===== src/rtl/mem_pkg.sv =====
// ============================================================================
//  Module   : mem_pkg
//  Brief    : Shared encodings, FSM states and MMIO defaults for mem_access_unit.
//  Revision : 1.0 - initial release
// ============================================================================
`default_nettype none

package mem_pkg;

    localparam logic [1:0] SZ_BYTE = 2'b00;
    localparam logic [1:0] SZ_HALF = 2'b01;
    localparam logic [1:0] SZ_WORD = 2'b10;

    typedef enum logic [1:0] {
        ST_IDLE   = 2'd0,
        ST_SRAM   = 2'd1,
        ST_TXWAIT = 2'd2,
        ST_DONE   = 2'd3
    } state_t;

    localparam logic [31:0] UART_DATA_ADDR_DEF = 32'hBFD0_03F8;
    localparam logic [31:0] UART_STAT_ADDR_DEF = 32'hBFD0_03FC;

    // Size 2'b11 falls into the word case.
    function automatic logic is_misaligned(input logic [1:0] size, input logic [1:0] addr_lo);
        logic r;
        case (size)
            SZ_BYTE: r = 1'b0;
            SZ_HALF: r = addr_lo[0];
            default: r = (addr_lo != 2'b00);
        endcase
        return r;
    endfunction

endpackage

`default_nettype wire


===== src/rtl/mem_lane_align.sv =====
// ============================================================================
//  Module   : mem_lane_align
//  Brief    : Little-endian store lane steering and load lane extract/extend.
//  Revision : 1.0 - initial release
// ============================================================================
`default_nettype none

module mem_lane_align
    import mem_pkg::*;
(
    input  logic [1:0]  i_st_size,
    input  logic [1:0]  i_st_addr_lo,
    input  logic [31:0] i_st_wdata,
    output logic [3:0]  o_st_be,
    output logic [31:0] o_st_wdata,
    input  logic [31:0] i_ld_rdata,
    input  logic [1:0]  i_ld_size,
    input  logic [1:0]  i_ld_addr_lo,
    input  logic        i_ld_signed,
    output logic [31:0] o_ld_data
);

    logic [7:0]  w_ld_byte;
    logic [15:0] w_ld_half;

    always_comb begin
        o_st_be    = 4'b1111;
        o_st_wdata = i_st_wdata;
        case (i_st_size)
            SZ_BYTE: begin
                o_st_be    = 4'b0001 << i_st_addr_lo;
                o_st_wdata = {4{i_st_wdata[7:0]}};
            end
            SZ_HALF: begin
                o_st_be    = i_st_addr_lo[1] ? 4'b1100 : 4'b0011;
                o_st_wdata = {2{i_st_wdata[15:0]}};
            end
            default: ;
        endcase
    end

    assign w_ld_byte = i_ld_rdata[{i_ld_addr_lo, 3'b000} +: 8];
    assign w_ld_half = i_ld_addr_lo[1] ? i_ld_rdata[31:16] : i_ld_rdata[15:0];

    always_comb begin
        o_ld_data = i_ld_rdata;
        case (i_ld_size)
            SZ_BYTE: o_ld_data = {{24{i_ld_signed & w_ld_byte[7]}}, w_ld_byte};
            SZ_HALF: o_ld_data = {{16{i_ld_signed & w_ld_half[15]}}, w_ld_half};
            default: ;
        endcase
    end

endmodule

`default_nettype wire


===== src/rtl/mem_access_unit.sv =====
// ============================================================================
//  Module   : mem_access_unit
//  Brief    : MEM-stage load/store unit for external SRAM and UART MMIO registers.
//  Revision : 1.0 - initial release
// ============================================================================
`default_nettype none

module mem_access_unit
    import mem_pkg::*;
#(
    parameter int unsigned ADDR_W         = 20,
    parameter int unsigned WAIT_CYCLES    = 1,
    parameter logic [31:0] UART_DATA_ADDR = UART_DATA_ADDR_DEF,
    parameter logic [31:0] UART_STAT_ADDR = UART_STAT_ADDR_DEF
) (
    input  logic              clk,
    input  logic              rst_n,
    input  logic              req_valid,
    output logic              req_ready,
    input  logic              req_we,
    input  logic [1:0]        req_size,
    input  logic              req_signed,
    input  logic [31:0]       req_addr,
    input  logic [31:0]       req_wdata,
    output logic              resp_valid,
    output logic [31:0]       resp_rdata,
    output logic              resp_err,
    output logic              sram_ce,
    output logic              sram_we,
    output logic [3:0]        sram_be,
    output logic [ADDR_W-1:0] sram_addr,
    output logic [31:0]       sram_wdata,
    input  logic [31:0]       sram_rdata,
    output logic [7:0]        uart_tx_data,
    output logic              uart_tx_start,
    input  logic              uart_tx_busy,
    input  logic [7:0]        uart_rx_data,
    input  logic              uart_rx_valid,
    output logic              uart_rx_clear
);

    localparam int unsigned CNT_W = 3;

    state_t             r_state;
    logic [CNT_W-1:0]   r_cnt;
    logic               r_we;
    logic [1:0]         r_size;
    logic               r_signed;
    logic [1:0]         r_addr_lo;
    logic [7:0]         r_wdata_lo;

    logic               w_misaligned;
    logic               w_is_stat;
    logic               w_is_data;
    logic [3:0]         w_st_be;
    logic [31:0]        w_st_wdata;
    logic [31:0]        w_ld_data;

    assign w_misaligned = is_misaligned(req_size, req_addr[1:0]);
    assign w_is_stat    = (req_addr == UART_STAT_ADDR);
    assign w_is_data    = (req_addr == UART_DATA_ADDR);

    // Store lanes come from the live request; the load path uses the held request.
    mem_lane_align u_lane_align (
        .i_st_size    (req_size),
        .i_st_addr_lo (req_addr[1:0]),
        .i_st_wdata   (req_wdata),
        .o_st_be      (w_st_be),
        .o_st_wdata   (w_st_wdata),
        .i_ld_rdata   (sram_rdata),
        .i_ld_size    (r_size),
        .i_ld_addr_lo (r_addr_lo),
        .i_ld_signed  (r_signed),
        .o_ld_data    (w_ld_data)
    );

    always_ff @(posedge clk or negedge rst_n) begin
        if (!rst_n) begin
            r_state       <= ST_IDLE;
            r_cnt         <= '0;
            r_we          <= 1'b0;
            r_size        <= 2'b00;
            r_signed      <= 1'b0;
            r_addr_lo     <= 2'b00;
            r_wdata_lo    <= 8'h00;
            req_ready     <= 1'b1;
            resp_valid    <= 1'b0;
            resp_rdata    <= '0;
            resp_err      <= 1'b0;
            sram_ce       <= 1'b0;
            sram_we       <= 1'b0;
            sram_be       <= 4'b0000;
            sram_addr     <= '0;
            sram_wdata    <= '0;
            uart_tx_data  <= 8'h00;
            uart_tx_start <= 1'b0;
            uart_rx_clear <= 1'b0;
        end else begin
            uart_tx_start <= 1'b0;
            uart_rx_clear <= 1'b0;
            case (r_state)
                ST_IDLE: begin
                    if (req_valid) begin
                        req_ready  <= 1'b0;
                        r_we       <= req_we;
                        r_size     <= req_size;
                        r_signed   <= req_signed;
                        r_addr_lo  <= req_addr[1:0];
                        r_wdata_lo <= req_wdata[7:0];
                        if (w_misaligned) begin
                            r_state    <= ST_DONE;
                            resp_valid <= 1'b1;
                            resp_err   <= 1'b1;
                            resp_rdata <= '0;
                        end else if (w_is_stat) begin
                            r_state    <= ST_DONE;
                            resp_valid <= 1'b1;
                            resp_rdata <= req_we ? 32'h0 : {30'b0, uart_rx_valid, ~uart_tx_busy};
                        end else if (w_is_data && !req_we) begin
                            r_state       <= ST_DONE;
                            resp_valid    <= 1'b1;
                            resp_rdata    <= {24'b0, uart_rx_data};
                            uart_rx_clear <= 1'b1;
                        end else if (w_is_data) begin
                            r_state <= ST_TXWAIT;
                        end else begin
                            r_state    <= ST_SRAM;
                            r_cnt      <= CNT_W'(WAIT_CYCLES - 1);
                            sram_ce    <= 1'b1;
                            sram_we    <= req_we;
                            sram_be    <= w_st_be;
                            sram_addr  <= req_addr[ADDR_W+1:2];
                            sram_wdata <= w_st_wdata;
                        end
                    end
                end
                ST_SRAM: begin
                    if (r_cnt == '0) begin
                        r_state    <= ST_DONE;
                        resp_valid <= 1'b1;
                        resp_rdata <= r_we ? 32'h0 : w_ld_data;
                        sram_ce    <= 1'b0;
                        sram_we    <= 1'b0;
                        sram_be    <= 4'b0000;
                        sram_addr  <= '0;
                        sram_wdata <= '0;
                    end else begin
                        r_cnt <= r_cnt - 1'b1;
                    end
                end
                ST_TXWAIT: begin
                    if (!uart_tx_busy) begin
                        r_state       <= ST_DONE;
                        uart_tx_start <= 1'b1;
                        uart_tx_data  <= r_wdata_lo;
                        resp_valid    <= 1'b1;
                        resp_rdata    <= '0;
                    end
                end
                ST_DONE: begin
                    r_state      <= ST_IDLE;
                    req_ready    <= 1'b1;
                    resp_valid   <= 1'b0;
                    resp_err     <= 1'b0;
                    resp_rdata   <= '0;
                    uart_tx_data <= 8'h00;
                end
                default: r_state <= ST_IDLE;
            endcase
        end
    end

endmodule

`default_nettype wire

===== config.mk =====
export PLATFORM = sky130hd
export DESIGN_NAME = mem_access_unit
export DESIGN_NICKNAME = d
export VERILOG_FILES = /design/src/rtl/mem_pkg.sv /design/src/rtl/mem_lane_align.sv /design/src/rtl/mem_access_unit.sv
export SDC_FILE = /design/constraint.sdc
export NUM_CORES = 1
export LEC_CHECK = 0
export CAP_MARGIN = 0
export CORE_MARGIN = 2
export CORE_UTILIZATION = 50
export DETAILED_ROUTE_END_ITERATION = 12
export PLACE_DENSITY = 0.84
export SETUP_SLACK_MARGIN = 0.15
export SLEW_MARGIN = 20
export SYNTH_ARGS = -nofsm -noshare
export SYNTH_HDL_FRONTEND = slang
export SYNTH_HIERARCHICAL = 1
export SYNTH_SLANG_ARGS = --single-unit

===== constraint.sdc =====
create_clock -name clk -period 4.5 [get_ports clk]
set_input_delay 1.35 -clock clk [delete_from_list [all_inputs] [get_ports clk]]
set_output_delay 1.35 -clock clk [all_outputs]
set_load 0.01 [all_outputs]

=== Word level (Yosys, flattened, before mapping) ===
Index checks and enable logic that the tools add are counted.

* Bitwise operators: 3
* Shift operators: 2
* Mux-type cells: 85
* Equality and inequality tests: 17
* Reduce and logical (&&, ||, !) cells: 18
* Add/sub/neg operators: 1

{| class="wikitable"
|+ Operators by type and width
! cell !! number
|-
| two-way mux 32 bit || 13
|-
| one-hot mux 32 bit (2 select lines) || 3
|-
| one-hot mux 32 bit (4 select lines) || 1
|-
| two-way mux 20 bit || 6
|-
| == test 32 bit (second input constant) || 2
|-
| one-hot mux 20 bit (2 select lines) || 1
|-
| variable part select 32 x 6 -> 8 bit || 1
|-
| two-way mux 4 bit || 7
|-
| two-way mux 1 bit || 27
|-
| two-way mux 3 bit || 6
|-
| inequality test 2 bit (second input constant) || 9
|-
| two-way mux 16 bit || 1
|-
| two-way mux 2 bit || 8
|-
| one-hot mux 4 bit (2 select lines) || 2
|-
| one-hot mux 8 bit (2 select lines) || 1
|-
| AND reduction 7 bit || 2
|-
| one-hot mux 1 bit (2 select lines) || 5
|-
| two-way mux 8 bit || 1
|-
| one-hot mux 2 bit (4 select lines) || 1
|-
| nonzero test 2 bit || 4
|-
| == test 2 x 1 -> 1 bit (second input constant) || 3
|-
| zero test 2 bit || 3
|-
| one-hot mux 3 bit (2 select lines) || 1
|-
| AND reduction 2 bit || 3
|-
| 12 further kinds || 15
|}

* Input port bits: 113
* Bits in registers: 122
* Logic and storage cells: 145

=== Depth between registers and ports, before layout ===
* Depth in word-level cells: 8
* Depth in mapped cells: 9

=== Cells and area by module ===
Netlist, hierarchy kept.

{| class="wikitable"
|+ By module, submodules not included
! module !! sequential area each (sq um) !! area each (sq um) !! times used !! cells an instance
|-
| mem_access_unit || 3,054.2 || 5,451.5 || 1 || 537
|-
| mem_lane_align || 0.0 || 1,196.1 || 1 || 165
|}

=== Least setup slack after synthesis ===
OpenSTA, ideal clock, no wires.

* Kind: input to register
* Start: in req_addr[1]
* End: reg resp_rdata[3]
* Setup slack: 1,174 ps
* Buffers on the path: 1
* Setup time: 125 ps
* Arrival: 3,201 ps
* Stages on the path: 6
* Path through: or4b_1 > nor4_4 > o211ai_1 > a31oi_4 > buf_6 > mux2_2

* Word-level cells in the longest chain between the ends: 5
* Elaborated cells between the ends (all ways): 11
* Classes of those cells: 3 x eq/ne; 5 x mux; 3 x reduce/logical

{| class="wikitable"
|+ RTL lines
! item !! RTL line !! source
|-
| start: declaration || mem_access_unit.sv:23 || <nowiki>input logic [31:0] req_addr,</nowiki>
|-
| == test 32 bit or nonzero test 2 bit (tied branches) || mem_access_unit.sv:60, mem_pkg.sv:30 ||
|-
| two-way mux 32 bit or one-hot mux 1 bit (2 select lines) (tied branches) || mem_access_unit.sv:115, mem_pkg.sv:27 ||
|-
| two-way mux 32 bit || mem_access_unit.sv:110 || <nowiki>if (w_misaligned) begin</nowiki>
|-
| two-way mux 32 bit || mem_access_unit.sv:103 || <nowiki>if (req_valid) begin</nowiki>
|-
| one-hot mux 32 bit (4 select lines) || mem_access_unit.sv:101 || <nowiki>case (r_state)</nowiki>
|-
| end signal: assignment || mem_access_unit.sv:118 || <nowiki>resp_rdata <= req_we ? 32'h0 : {30'b0, uart_rx_valid, ~uart_tx_busy};</nowiki>
|-
| end signal: assignment || mem_access_unit.sv:122 || <nowiki>resp_rdata <= {24'b0, uart_rx_data};</nowiki>
|-
| end signal: assignment || mem_access_unit.sv:141 || <nowiki>resp_rdata <= r_we ? 32'h0 : w_ld_data;</nowiki>
|-
| end: declaration || mem_access_unit.sv:26 || <nowiki>output logic [31:0] resp_rdata,</nowiki>
|}

Several ways; a longest one is shown, not always the timed one. The select of a mux whose other input is x is not followed.
A chain may end at the register's enable or synchronous reset.

=== Worst setup path after layout ===
* Start: in req_addr[0]
* End: reg resp_rdata[6]

Same word-level chain as after synthesis.

==> metrics <==
outcome finished, final reports clean; DRT Wirelength 19800 µm; WP data required 4.80 ns; I/O Pins 216; multi-input combinational cell area roughly 0.003 mm²; most frequent cell after synthesis dfrtp_1; synth cell count leaders 121 x dfrtp_1, 97 x inv_1, 60 x nand2_1, 59 x o21ai_0, 58 x nand3_1; met3 global-route usage 0.106; biggest area consumer among synthesized cells dfrtp_1; crit path max fanout 12; syn_nets 822; initial antenna violation count 0; GR Util met1 0.372; Lkg Pwr 4.09 nW; Hold Path Class reg -> reg; Mapped Area roughly 0.0066 mm²; # diodes 0; CTS Buffer Depth 2; Slew headroom 0.310; antenna-violating nets left 0; register area share after synthesis 0.459; largest net degree at the start of global routing 72; synth warn 6; clk_skew 0.00697 ns; average instance area after synthesis approximately 9.5 µm²; Worst Setup End Kind register; gr usage total 0.283; Max Cap Violations 0; # DRC 0; Initial DRT Pass Iterations 5; synth top area cells dfrtp_1 46%, mux2i_1 7.8%, inv_1 5.5%; filler instances 967; vias per inst 5.50; CTS tree done; fin area roughly 0.0095 mm²; FF+latch area 0.00305 mm²; Slew @ Worst Pin 1.03 ns; CP Data Arrival Time between 4 and 5 ns; Final Critical Period 3.78 ns; GPL Wtd Cong 0.837; Async SR Flop Fraction 1.00; root buffer cell clkbuf_16; number of flops mapped to enable cells by yosys 0; ratio of cells with drive above 1 in the final layout 0.0892; postcts setup bufs 0; number of global-route vias before repair 5894; Iter 0 DRT Violations 516; Setup-failing EPs final 0; clk_lat worst skew 0.42 ns; Max Clock Freq 0.264 GHz; die area 0.0142 mm²; ys flop type dfrtp_1; top-area cell type share of the netlist area 0.455; Cells after Synth 702; clock sinks 122; endpoints failing hold 0; critical path launch point type input pin; Num CTS Buffers 17; busiest grt layer met2; CTS H-Tree Depth 4; HPWL Detailed around 14000 µm; Final Total Pwr 6.36 mW; final worst-path cycle share 0.840; via count roughly 6000; Clock transition at path regs 0.06 ns; drt wl/cell 18.3 µm; Area Growth Syn to Fin 42.6%; GRT met2 Usage 0.433; fin. max-slew vios 0; post-synth cell types 55; first-pass GRT wire length between 30000 and 40000 µm; Starting Density 0.506; Setup TNS 0 ns; fin util 0.721; Pwr per Cell Area 671 mW/mm²; Core Rows 42; core area between 0.01 and 0.015 mm²; Hold Buf Count CTS 0; CTS-repair resized insts 0; Nets 1015; maximum vdd ir drop 0.000342 V; synthesized flop and latch total 122; Crit Path Category in -> reg; Die Ht between 100 and 150 µm; RSZ-0062 raised after global routing no; port bufs 215; total grt overflow 0; placed instance area between 0.008 and 0.009 mm²; DIE WIDTH 119 µm
[report_power, final]
part	switching, mW	total (mW)	internal [mW]	leakage (nW)
sequential	0.354	1.93	1.58	1.62
combinational	1.56	3.12	1.56	2.20
clock	0.502	1.31	0.807	0.268
total	2.41	6.36	3.94	4.09
[sequential cells by signal, indices dropped and copies added (netlist names)]
register       flops
resp_rdata        32
sram_wdata        32
sram_addr         20
r_wdata_lo         8
uart_tx_data       8
sram_be            4
r_cnt              3
r_addr_lo          2
r_size             2
r_state            2
r_signed           1
r_we               1
req_ready          1
resp_err           1
resp_valid         1
sram_ce            1
sram_we            1
uart_rx_clear      1
uart_tx_start      1
[per-stage QoR]
stage | cells | setup WS (ns) | hold WS (ns)
2_1_floorplan | 702 | 1.17 | 0.473
3_3_place_gp | 1052 | 0.370 | 0.486
3_5_place_dp | 1052 | 0.299 | 0.495
4_1_cts | 1084 | 0.741 | 0.507
5_1_grt | 1084 | 0.550 | 0.524
6_report | 1084 | 0.719 | 0.505
[critical path, cell delays in order]
cell and delay (ns):
clkdlybuf4s50_1 0.51, or4b_1 0.62, nor4_4 0.42, o211ai_1 0.22
a31oi_4 0.55, mux2_2 0.40
[final cells by class]
cell class / count / share of cell area
clock inverter: 13 / 0.0136
multi-input combinational: 430 / 0.317
clock buffer: 19 / 0.0457
tap: 176 / 0.0232
timing repair buffer: 226 / 0.239
sequential: 122 / 0.322
inverter: 98 / 0.0388
[final timing paths]
path,from,end,slack [ns],cells after the start
setup / recovery,req_addr[0],resp_rdata[6]$_DFFE_PN0P_,0.72,6
hold / removal,resp_rdata[31]$_DFFE_PN0P_,resp_rdata[31]$_DFFE_PN0P_,0.51,1
setup reg to reg,r_state[1]$_DFFE_PN0P_,resp_rdata[16]$_DFFE_PN0P_,1.58,7
hold reg to reg,resp_rdata[31]$_DFFE_PN0P_,resp_rdata[31]$_DFFE_PN0P_,0.51,1
max in group asynchronous,rst_n,req_ready$_DFFE_PN1P_,2.60,2
min in group asynchronous,rst_n,resp_rdata[11]$_DFFE_PN0P_,1.07,1
[layer usage]
metal | share of wire | wire [µm]
met5 | 0 | 0
met1 | 0.42 | 8310
met2 | 0.46 | 9130
met3 | 0.098 | 1930
met4 | 0.021 | 416
[layout by cell type (no fill, tap or decap), drive strengths merged, types with 4 or more instances in the layout]
cell | synthesis | final
a21oi | 10 | 10
a221o | 9 | 9
a22o | 17 | 17
buf | 24 | 12
clkbuf | 28 | 19
clkdlybuf4s50 | 0 | 214
clkinv | 0 | 7
clkinvlp | 0 | 4
dfrtp | 121 | 121
ha | 7 | 7
inv | 98 | 98
mux2 | 38 | 38
mux2i | 52 | 52
nand2 | 60 | 60
nand3 | 58 | 58
nor2 | 12 | 12
nor2b | 19 | 19
o21ai | 89 | 89
o21bai | 4 | 4
o22a | 7 | 7
[cell families (layout without fill, tap and decap cells)]
| group | count (synthesis) | after routing | synth area share |
|---|---|---|---|
| fa+ha+maj | 7 | 7 | 0.0132 |
| flops | 122 | 122 | 0.459 |
| compound gates | 158 | 158 | 0.153 |
| buf+inv | 150 | 356 | 0.0930 |
| mux | 91 | 91 | 0.146 |
| simple gates | 174 | 174 | 0.136 |
Power figures use the tool's default switching activity.
